==> src/rtl/decoder_3to8_seq_if.sv <==
// Code-input handshake for decoder_3to8_seq.
//   Y     : 3-bit code from the upstream priority encoder
//   Valid : Y is presented this cycle
//   Ready : decoder FIFO has room; driven by the decoder from its occupancy only
// master = code sender, slave = decoder.
interface decoder_3to8_seq_if;
    logic [2:0] Y;
    logic       Valid;
    logic       Ready;

    modport master (output Y, output Valid, input  Ready);
    modport slave  (input  Y, input  Valid, output Ready);
endinterface

==> src/rtl/decoder_3to8_seq.sv <==
// Sequenced 3-to-8 decoder. Codes arrive through a ready/valid handshake into
// a DEPTH-entry FIFO; each code is replayed as a one-hot byte on D for HOLD
// cycles followed by GAP idle (D=0) cycles.
// Ports:
//   clk, rst_n : clock, synchronous active-low reset
//   in_if      : slave side of the code handshake (Y, Valid, Ready)
//   D          : one-hot decoded word, 0 when not driving
//   D_valid    : D is nonzero
//   Busy       : sequencer is in DRIVE or GAP
//   Count      : FIFO occupancy
module decoder_3to8_seq #(
    parameter int DEPTH = 4,
    parameter int HOLD  = 2,
    parameter int GAP   = 1
) (
    input  logic                     clk,
    input  logic                     rst_n,
    decoder_3to8_seq_if.slave        in_if,
    output logic [7:0]               D,
    output logic                     D_valid,
    output logic                     Busy,
    output logic [$clog2(DEPTH):0]   Count
);

    localparam int AW    = $clog2(DEPTH);
    localparam int CMAX  = (HOLD > GAP) ? HOLD : GAP;
    localparam int CW    = $clog2(CMAX + 1);
    localparam logic [AW:0]   DEPTH_C  = (AW + 1)'(DEPTH);
    localparam logic [CW-1:0] HOLD_LD  = CW'(HOLD - 1);
    localparam logic [CW-1:0] GAP_LD   = CW'((GAP > 0) ? GAP - 1 : 0);
    localparam bit            HAS_GAP  = (GAP > 0);

    typedef enum logic [1:0] {
        S_IDLE  = 2'd0,
        S_DRIVE = 2'd1,
        S_GAP   = 2'd2
    } state_t;

    // FIFO storage; contents are never cleared, only the pointers/count
    logic [2:0]    mem_q [DEPTH];
    logic [AW-1:0] wr_ptr_q, wr_ptr_d;
    logic [AW-1:0] rd_ptr_q, rd_ptr_d;
    logic [AW:0]   count_q,  count_d;

    state_t        state_q,  state_d;
    logic [CW-1:0] cnt_q,    cnt_d;
    logic [7:0]    d_q,      d_d;
    logic          dv_q,     dv_d;
    logic          busy_q,   busy_d;

    logic          ready;
    logic          push;
    logic          pop;
    logic          empty;
    logic [7:0]    head_onehot;

    // Ready looks at occupancy only, so a full FIFO refuses a push even on
    // an edge where a pop frees a slot.
    assign ready       = (count_q < DEPTH_C);
    assign push        = in_if.Valid && ready;
    assign empty       = (count_q == '0);
    assign head_onehot = 8'd1 << mem_q[rd_ptr_q];

    assign in_if.Ready = ready;
    assign D           = d_q;
    assign D_valid     = dv_q;
    assign Busy        = busy_q;
    assign Count       = count_q;

    // Sequencer: next state, counter, output word and pop strobe
    always_comb begin
        state_d = state_q;
        cnt_d   = cnt_q;
        d_d     = d_q;
        pop     = 1'b0;
        unique case (state_q)
            S_IDLE: begin
                if (!empty) begin
                    pop     = 1'b1;
                    d_d     = head_onehot;
                    cnt_d   = HOLD_LD;
                    state_d = S_DRIVE;
                end
            end
            S_DRIVE: begin
                if (cnt_q != '0) begin
                    cnt_d = cnt_q - CW'(1);
                end else if (HAS_GAP) begin
                    d_d     = 8'h00;
                    cnt_d   = GAP_LD;
                    state_d = S_GAP;
                end else if (!empty) begin
                    // no gap: next word follows directly, D_valid stays high
                    pop   = 1'b1;
                    d_d   = head_onehot;
                    cnt_d = HOLD_LD;
                end else begin
                    d_d     = 8'h00;
                    state_d = S_IDLE;
                end
            end
            S_GAP: begin
                if (cnt_q != '0) begin
                    cnt_d = cnt_q - CW'(1);
                end else if (!empty) begin
                    pop     = 1'b1;
                    d_d     = head_onehot;
                    cnt_d   = HOLD_LD;
                    state_d = S_DRIVE;
                end else begin
                    state_d = S_IDLE;
                end
            end
            default: begin
                d_d     = 8'h00;
                cnt_d   = '0;
                state_d = S_IDLE;
            end
        endcase
        // flags are registered alongside D so all three change together
        dv_d   = (d_d != 8'h00);
        busy_d = (state_d != S_IDLE);
    end

    // FIFO pointer/occupancy update
    always_comb begin
        wr_ptr_d = wr_ptr_q;
        rd_ptr_d = rd_ptr_q;
        count_d  = count_q;
        if (push) wr_ptr_d = wr_ptr_q + AW'(1);
        if (pop)  rd_ptr_d = rd_ptr_q + AW'(1);
        unique case ({push, pop})
            2'b10:   count_d = count_q + (AW + 1)'(1);
            2'b01:   count_d = count_q - (AW + 1)'(1);
            default: count_d = count_q;
        endcase
    end

    always_ff @(posedge clk) begin
        if (!rst_n) begin
            wr_ptr_q <= '0;
            rd_ptr_q <= '0;
            count_q  <= '0;
            state_q  <= S_IDLE;
            cnt_q    <= '0;
            d_q      <= 8'h00;
            dv_q     <= 1'b0;
            busy_q   <= 1'b0;
        end else begin
            wr_ptr_q <= wr_ptr_d;
            rd_ptr_q <= rd_ptr_d;
            count_q  <= count_d;
            state_q  <= state_d;
            cnt_q    <= cnt_d;
            d_q      <= d_d;
            dv_q     <= dv_d;
            busy_q   <= busy_d;
        end
    end

    // A write during reset lands in storage but the cleared pointers and
    // count make it unreachable, so the push is effectively dropped.
    always_ff @(posedge clk) begin
        if (push) mem_q[wr_ptr_q] <= in_if.Y;
    end

endmodule

==> src/flat_wrapper.sv <==
// flat-port wrapper written by rule: the top's interface ports become plain ports
module decoder_3to8_seq_flat 
#(
    parameter int DEPTH = 4,
    parameter int HOLD  = 2,
    parameter int GAP   = 1
)
  (clk, rst_n, D, D_valid, Busy, Count, in_if_Y, in_if_Valid, in_if_Ready);
  decoder_3to8_seq_if in_if_i ();
  input  logic clk;
  input  logic rst_n;
  output logic [7:0] D;
  output logic D_valid;
  output logic Busy;
  output logic [$clog2(DEPTH):0] Count;
  input wire logic [$bits(in_if_i.Y)-1:0] in_if_Y;
  input wire logic [$bits(in_if_i.Valid)-1:0] in_if_Valid;
  output wire logic [$bits(in_if_i.Ready)-1:0] in_if_Ready;
  assign in_if_i.Y = in_if_Y;
  assign in_if_i.Valid = in_if_Valid;
  assign in_if_Ready = in_if_i.Ready;
  decoder_3to8_seq #(.DEPTH(DEPTH), .HOLD(HOLD), .GAP(GAP)) u_core (.clk(clk), .rst_n(rst_n), .in_if(in_if_i), .D(D), .D_valid(D_valid), .Busy(Busy), .Count(Count));
endmodule
==> config.mk <==
export PLATFORM = sky130hd
export DESIGN_NAME = decoder_3to8_seq_flat
export DESIGN_NICKNAME = d
export VERILOG_FILES = /design/src/rtl/decoder_3to8_seq_if.sv /design/src/rtl/decoder_3to8_seq.sv /design/src/flat_wrapper.sv
export SDC_FILE = /design/constraint.sdc
export NUM_CORES = 1
export LEC_CHECK = 0
export CAP_MARGIN = 20
export CORE_UTILIZATION = 25
export DETAILED_ROUTE_END_ITERATION = 7
export HOLD_SLACK_MARGIN = 0.02
export MAX_ROUTING_LAYER = met4
export SKIP_LAST_GASP = 1
export SYNTH_ARGS = -nofsm -noshare
export SYNTH_HDL_FRONTEND = slang
export SYNTH_SLANG_ARGS = --single-unit
==> constraint.sdc <==
create_clock -name clk -period 4.5 [get_ports clk]
set_clock_uncertainty 0.2 [all_clocks]
set_input_delay 1.125 -clock clk [delete_from_list [all_inputs] [get_ports clk]]
set_output_delay 1.125 -clock clk [all_outputs]
set_load 0.01 [all_outputs]
[Word-level counts from Yosys, hierarchy flattened]
Memory sizes are Yosys's and may differ from the RTL's. A register that Yosys moved wholly into a read port is not among the register bits.
Cells that the tools add are included.
Storage, ports and cells
  flip-flop bits (word level): 21
  memory bits (writable): 12
  input port bits: 6
  output and inout bits: 14
  logic and storage cells: 48
  memories: 1
Operators by class
  add/subtract/negate cells: 5
  order comparisons: 1
  eq/ne operators: 4
  shifts and indexed selects: 1
  mux-type cells: 21
  reduce and logical (&&, ||, !) cells: 7
Memory list
  u_core.mem_q: words 4, width 3, rd ports 1, clocked after Yosys merged registers in 1, wr ports 1, line decoder_3to8_seq.sv:40  | logic [2:0] mem_q [DEPTH];
Operator list (count)
  8-bit 2-to-1 mux: 3
  8-bit case mux with 3 select lines: 1
  2-bit 2-to-1 mux: 8
  2-bit case mux with 3 select lines: 2
  8-bit nonzero test: 1
  1-bit by 3-bit left shift with 8-bit output (first input constant): 1
  3-bit case mux with 2 select lines: 1
  2-bit nonzero test: 3
  1-bit 2-to-1 mux: 5
  2-bit by 1-bit adder with 2-bit output (second input constant): 2
  2-bit by 1-bit equality test with 1-bit output (second input constant): 2
  2-bit equality test (second input constant): 2
  3-bit by 1-bit adder with 3-bit output (second input constant): 1
  3-bit logical NOT: 1
  3-bit < comparator (second input constant): 1
  3-bit by 1-bit subtractor with 3-bit output (second input constant): 1
  2-bit logical NOT: 1
  1-bit case mux with 2 select lines: 1
  2-bit by 1-bit subtractor with 2-bit output (second input constant): 1
  1-bit logical AND: 1

[Longest topological paths before layout]
Gate-level depths: netlist of the first run.
  depth after elaboration: 6
  mapped depth: 9
  mapped depth without buffers: 8

[Worst setup path before layout of the first run]
No wires, ideal clock.
  path type: input to register
  from: in in_if_Valid
  to: reg u_core.count_q[2], in the netlist u_core.Count[2]
  library setup time: 76 ps
  data arrival time: 2610 ps
  data required time: 4224 ps
  slack: 1615 ps
  stages on the path: 9
  path buffers: 1
  path through: nor2b_1 > clkbuf_1 > inv_1 > ha_1 > inv_1 > fa_1 > xor2_1 > or3_1 > a21boi_0
Between the ends
  cells in the longest elaborated chain, start to end: 3
  elaborated cells on any way between the ends: 5
  classes of those cells: eq/ne (2); mux (1); reduce/logical (2)
RTL lines
  from (decl): line flat_wrapper.sv:17  | input wire logic [$bits(in_if_i.Valid)-1:0] in_if_Valid;
  1-bit logical AND *: line decoder_3to8_seq.sv:60  | assign push = in_if.Valid && ready;
  2-bit by 1-bit equality test with 1-bit output / 2-bit equality test (equally long branches): line decoder_3to8_seq.sv:132  | unique case ({push, pop})
  3-bit case mux with 2 select lines / 2-bit nonzero test (equally long branches)
  to (signal assigned): line decoder_3to8_seq.sv:152  | count_q <= count_d;
  to (decl): line decoder_3to8_seq.sv:43  | logic [AW:0] count_q, count_d;
Every way passes the cells marked *; elsewhere a longest branch is shown, timed or not.
A chain may end at the register's enable or synchronous reset.

[Final worst setup path of the first run]
Ends and elaborated chain as after synthesis.

==> impl_metrics.json, run 1 <==
{
  "area_growth_pct": 20.9,
  "p_leak_nw": 0.714,
  "pre_cts_ws_ns": 1.15,
  "synthDistinctLibCells": 44,
  "p_int_mw": 0.754,
  "synthesis.area_sq_um": 1590,
  "dpl.hpwl_mm": 2.10,
  "finalMaxSlewViolations": 0,
  "grt_util_all_layers": 0.102,
  "fillers": 652,
  "finalHoldViolations": 0,
  "ff2ff_path_depth": 8,
  "num_vias": 1062,
  "max-cap-violations": 0,
  "p_sw_mw": 0.429,
  "drc_errors": 0,
  "critPathLaunchType": "primary input",
  "synth_edf_count": 12,
  "async_flop_share": 0,
  "reg2reg_from": "u_core.cnt_q[1]",
  "vdd_drop_max_mv": 0.261,
  "crit_start": "in_if_Valid",
  "dieArea_sq_um": 6680,
  "hp-class": "reg2reg",
  "setup_viol": 0,
  "drtIter0Drc": 69,
  "clock_latency_ns": 0.28,
  "clkTransAtPathRegs_ns": 0.07,
  "antenna_left": 0,
  "fp.coreArea_sq_um": 6030,
  "dpl.cell_count": 233,
  "path_cells": "clkdlybuf4s50_1 > nor2b_1 > inv_1 > ha_1 > inv_1 > fa_1 > xor2_1 > or3_1 > a21boi_0",
  "synthFlopType": "dfxtp_1",
  "whs_ns": 0.279,
  "post_cts_buffers": 0,
  "p_total_mw": 1.18,
  "sequentialPowerShare": 0.399,
  "syn_nets": 155,
  "yosysSeqAreaShare": 0.517,
  "wl_mm": 2.79,
  "p_clk_frac": 0.179,
  "initial_core_util": 0.264,
  "port_buffers": 19,
  "htreeDepth": 2,
  "critPathArrivalTime_ns": 3.04,
  "cpMostUsedCell": "inv_1",
  "grt_max_degree": 15,
  "finalNetCount": 177,
  "antenna_found_initial": 0,
  "slowest_delay_ns": 0.45,
  "die_w_um": 81.7,
  "finish.instance_area_sq_um": 1920,
  "relSlewSlack": 0.630,
  "yosysWarningCount": 0,
  "post-route-util": 0.319,
  "period_share": 0.675,
  "pwr-share-comb": 0.422,
  "postSynthCellCount": 143,
  "io_pins": 20,
  "fmax_ghz": 0.329,
  "pwr_density_cell_nw_per_um2": 616,
  "gr-total-overflow": 0,
  "hold_depth": 2,
  "cts_root_buf": "clkbuf_8",
  "avgViaCountPerCell": 4.41,
  "slowest_stage": "clkdlybuf4s50_1",
  "rsz0062_at_grt": "false",
  "drt-wirelength-per-cell_um": 11.6,
  "drt_first_pass_iters": 4,
  "antenna_cells": 0,
  "synth-seq-cells": 35,
  "grt_first_pass_wirelength_mm": 4.93,
  "hold_path_startpoint": "u_core.D[5]",
  "instances_no_fill": 241,
  "min_period_ns": 3.04,
  "critPathRequiredTime_ns": 4.51,
  "die_h_um": 81.7,
  "tns_ns": 0,
  "gp_congestion": 0.769,
  "swShare": 0.363,
  "cts_buffer_depth": 2,
  "grt_pass1_vias": 1040,
  "setup_slack_ns": 1.46,
  "postCtsHoldBufs": 0,
  "cp-end-kind": "register",
  "cts_tree": "done",
  "cts_made_buffers": 5,
  "clock-sinks": 35,
  "rows": 28,
  "cp_max_fo": 8,
  "cts_resized": 0,
  "avgSynthCellArea_sq_um": 11.1,
  "place_area_sq_um": 1840,
  "worst_pin_slew_ns": 0.555,
  "drive_gt1_frac": 0.133,
  "status": "finished clean",
  "path_class": "in2reg"
}
## power groups by stage
stage | Combinational [mW] | Sequential [mW] | Clock, mW
after floorplan | 0.377 | 0.468 | 0
after global placement | 0.499 | 0.479 | 0
after detailed placement | 0.504 | 0.480 | 0
after CTS | 0.507 | 0.473 | 0.222
after global routing | 0.569 | 0.486 | 0.237
final | 0.499 | 0.472 | 0.212
## cell usage after synthesis (all sizes together), types with 2 or more instances
cell	count	area (sq um)
a21oi	4	20.0
a22oi	3	22.5
a2bb2oi	2	17.5
and2	10	65.1
and3	3	20.0
clkbuf	3	21.3
dfxtp	23	460
edfxtp	12	360
ha	5	62.6
inv	10	37.5
mux4	3	71.3
nand2	9	36.3
nand3	2	15.0
nor2	15	56.3
nor2b	5	31.3
nor3	2	32.5
nor4	2	18.8
o21a	2	16.3
o21ai	5	25.0
or2	3	18.8
or3	2	13.8
xnor2	2	17.5
xor2	4	35.0
## logic make-up after synthesis
kind of cell / count (synthesis) / synth area share
buffers and inverters: 14 / 0.0441
multiplexers: 3 / 0.0449
AND/OR/NAND/NOR: 55 / 0.202
XOR/XNOR: 6 / 0.0331
adder cells (fa/ha/maj): 6 / 0.0520
AO/OA/AOI/OAI: 24 / 0.108
flip-flops: 35 / 0.517
## layer usage
layer  routed length [um]  vias to the layer above  GRT usage
li1                     -                      545          -
met1                 1310                      485      0.127
met2                 1330                       27      0.153
met3                  123                        5     0.0333
met4                   32                        0     0.0368
met5                    0                        -          -
## registers in the layout, indices dropped and copies added (netlist names), named ones only
name	flops
u_core.wr_ptr_q	2
u_core.Count	3
u_core.D	8
u_core.mem_q	12
u_core.state_q	2
u_core.D_valid	1
u_core.rd_ptr_q	2
u_core.Busy	1
u_core.cnt_q	2
## critical path: cells and delay by family
family | cells | cell delay (ns)
AND/OR/NAND/NOR | 2 | 0.68
buffers and inverters | 3 | 0.62
adder cells (fa/ha/maj) | 2 | 0.40
AO/OA/AOI/OAI | 1 | 0.16
XOR/XNOR | 1 | 0.07
## final timing paths
check,slack (ns),to
min reg2reg,0.28,u_core.D[5]
max reg2reg,1.99,u_core.Count[2]
min,0.28,u_core.D[5]
max,1.46,u_core.Count[2]
## layout make-up
cell class	instances	area (sq um)	area share
flip-flops and latches	35	821	0.427
repair buffers	19	190	0.0990
clock buffers	7	76.3	0.0397
clock inverters	1	5.00	0.00260
well taps	75	93.8	0.0488
inverters	10	37.5	0.0195
multi-input cells	94	698	0.363
## layout by cell type, fill, tap and decap left out, drive strengths merged, types with 2 or more instances in the layout
cell           count
a21oi              4
a22oi              3
a2bb2oi            2
and2              10
and3               3
clkbuf             7
clkdlybuf4s50     19
dfxtp             23
edfxtp            12
ha                 5
inv               10
mux4               3
nand2              9
nand3              2
nor2              15
nor2b              5
nor3               2
nor4               2
o21a               2
o21ai              5
or2                3
or3                2
xnor2              2
xor2               4
Note: power is estimated with default switching activity, not from simulation.
==> run 2: changes to the inputs <==
Clock period 4.5 ns to 3.1 ns, I/O delays scaled along.
==> run 2 against run 1 <==
Effect of this change:
- critical path type unchanged
- via count is 0.38% higher
- routed wire length is 2.1% lower
- total power is 54% higher
- count of clock-buffer cells in the layout is 2 lower
- worst setup slack worse by 0.91 ns
- utilization is 0.69 points higher
- final area is 2.1% higher
- final cell count is 0.83% higher
- flip-flop and latch count stayed put
- worst hold slack worse by 0.010 ns
- largest cell class unchanged
- sequential share of layout area is 0.90 points lower
==> impl_metrics.json, run 2 (same netlist as run 1, synthesis figures left out) <==
{
  "antenna_left": 0,
  "path_class": "in2reg",
  "num_vias": 1066,
  "instances_no_fill": 243,
  "most-common-layout-cells": "23 x dfxtp_1, 19 x clkdlybuf4s50_1, 15 x nor2_1, 12 x edfxtp_1, 10 x inv_1",
  "min_period_ns": 2.55,
  "rows": 28,
  "cts_resized": 0,
  "max-cap-violations": 0,
  "fp.coreArea_sq_um": 6030,
  "die_w_um": 81.7,
  "cp-end-kind": "register",
  "cts_root_buf": "clkbuf_8",
  "grt_first_pass_wirelength_mm": 4.66,
  "reg2reg_from": "u_core.cnt_q[1]",
  "pwr_density_cell_nw_per_um2": 929,
  "top_register": "u_core.mem_q",
  "vdd_drop_max_mv": 0.264,
  "cts_buffer_depth": 2,
  "p_leak_nw": 0.738,
  "pre_cts_ws_ns": 0.226,
  "clock-sinks": 35,
  "drive_gt1_frac": 0.149,
  "port_buffers": 19,
  "dpl.cell_count": 235,
  "wl_met2_mm": 1.21,
  "critPathRequiredTime_ns": 3.12,
  "wl_mm": 2.73,
  "finalMaxSlewViolations": 0,
  "hold_path_startpoint": "u_core.D[5]",
  "routedLengthMet1_mm": 1.36,
  "cts_tree": "done",
  "cts_made_buffers": 5,
  "status": "finished clean",
  "post_cts_buffers": 0,
  "grt_pass1_vias": 1002,
  "fillers": 632,
  "clock_latency_ns": 0.29,
  "worst_pin_slew_ns": 0.483,
  "fmax_ghz": 0.392,
  "gp_congestion": 0.763,
  "io_pins": 20,
  "relSlewSlack": 0.675,
  "antenna_found_initial": 0,
  "setup_viol": 0,
  "cp_max_fo": 2,
  "initial_core_util": 0.264,
  "avgViaCountPerCell": 4.39,
  "hp-class": "reg2reg",
  "htreeDepth": 2,
  "dieArea_sq_um": 6680,
  "gr-total-overflow": 0,
  "drt-wirelength-per-cell_um": 11.2,
  "tns_ns": 0,
  "crit_start": "in_if_Valid",
  "dr.max_layer_used": "met4",
  "finish.instance_area_sq_um": 1960,
  "p_total_mw": 1.82,
  "grt_max_degree": 14,
  "area_growth_pct": 23.5,
  "met3_length_um": 113,
  "setup_slack_ns": 0.552,
  "clkTransAtPathRegs_ns": 0.07,
  "antenna_cells": 0,
  "final_common_cell": "dfxtp_1",
  "largest_reg_flops": 12,
  "dpl.hpwl_mm": 2.03,
  "period_share": 0.822,
  "rsz0062_at_grt": "false",
  "drc_errors": 0,
  "drt_first_pass_iters": 4,
  "drtIter0Drc": 56,
  "grt_util_all_layers": 0.0973,
  "finalHoldViolations": 0,
  "critPathArrivalTime_ns": 2.56,
  "postCtsHoldBufs": 0,
  "die_h_um": 81.7,
  "critPathLaunchType": "primary input",
  "place_area_sq_um": 1860,
  "finalNetCount": 179
}
-- run 2: cell types whose count changed in the layout (fill, tap and decap cells not counted), sizes merged --
cell,change
clkinv,+1
buf,+2
bufinv,+1
clkbuf,-2
-- run 2: routing by layer --
| layer | track usage | vias up |
|---|---|---|
| met5 | - | - |
| met4 | 0.0474 | 0 |
| met3 | 0.0333 | 5 |
| met2 | 0.142 | 22 |
| met1 | 0.119 | 497 |
| li1 | - | 542 |
-- run 2: worst max-delay path: stages --
cell,delay (ns)
clkdlybuf4s50_1,0.39
nor2b_1,0.13
inv_1,0.06
ha_1,0.17
inv_1,0.06
fa_1,0.38
xor2_1,0.15
or3_1,0.29
a21boi_0,0.15
-- run 2: power breakdown --
part | leakage (nW) | switching (mW) | internal (mW)
clock | 0.0556 | 0.162 | 0.235
combinational | 0.384 | 0.395 | 0.370
sequential | 0.298 | 0.0832 | 0.579
total | 0.738 | 0.640 | 1.18
-- run 2: worst paths after layout --
path                     end  slack, ns  depth (start not counted)
max          u_core.Count[2]       0.55                          9
min              u_core.D[5]       0.27                          2
max reg2reg  u_core.Count[2]       0.56                          8
min reg2reg      u_core.D[5]       0.27                          2
-- run 2: layout make-up --
cell class | count | area, sq um | area share
timing repair buffer | 21 | 205 | 0.105
clock inverter | 3 | 38.8 | 0.0198
multi-input combinational | 94 | 698 | 0.356
inverter | 10 | 37.5 | 0.0191
sequential | 35 | 821 | 0.418
clock buffer | 5 | 68.8 | 0.0351
tap | 75 | 93.8 | 0.0478
-- run 2: through the flow --
step | utilization | hold WS (ns)
after global routing | 0.326 | 0.298
after CTS | 0.326 | 0.273
final | 0.326 | 0.269
after global placement | 0.308 | 0.268
after floorplan | - | 0.251
after detailed placement | 0.308 | 0.264
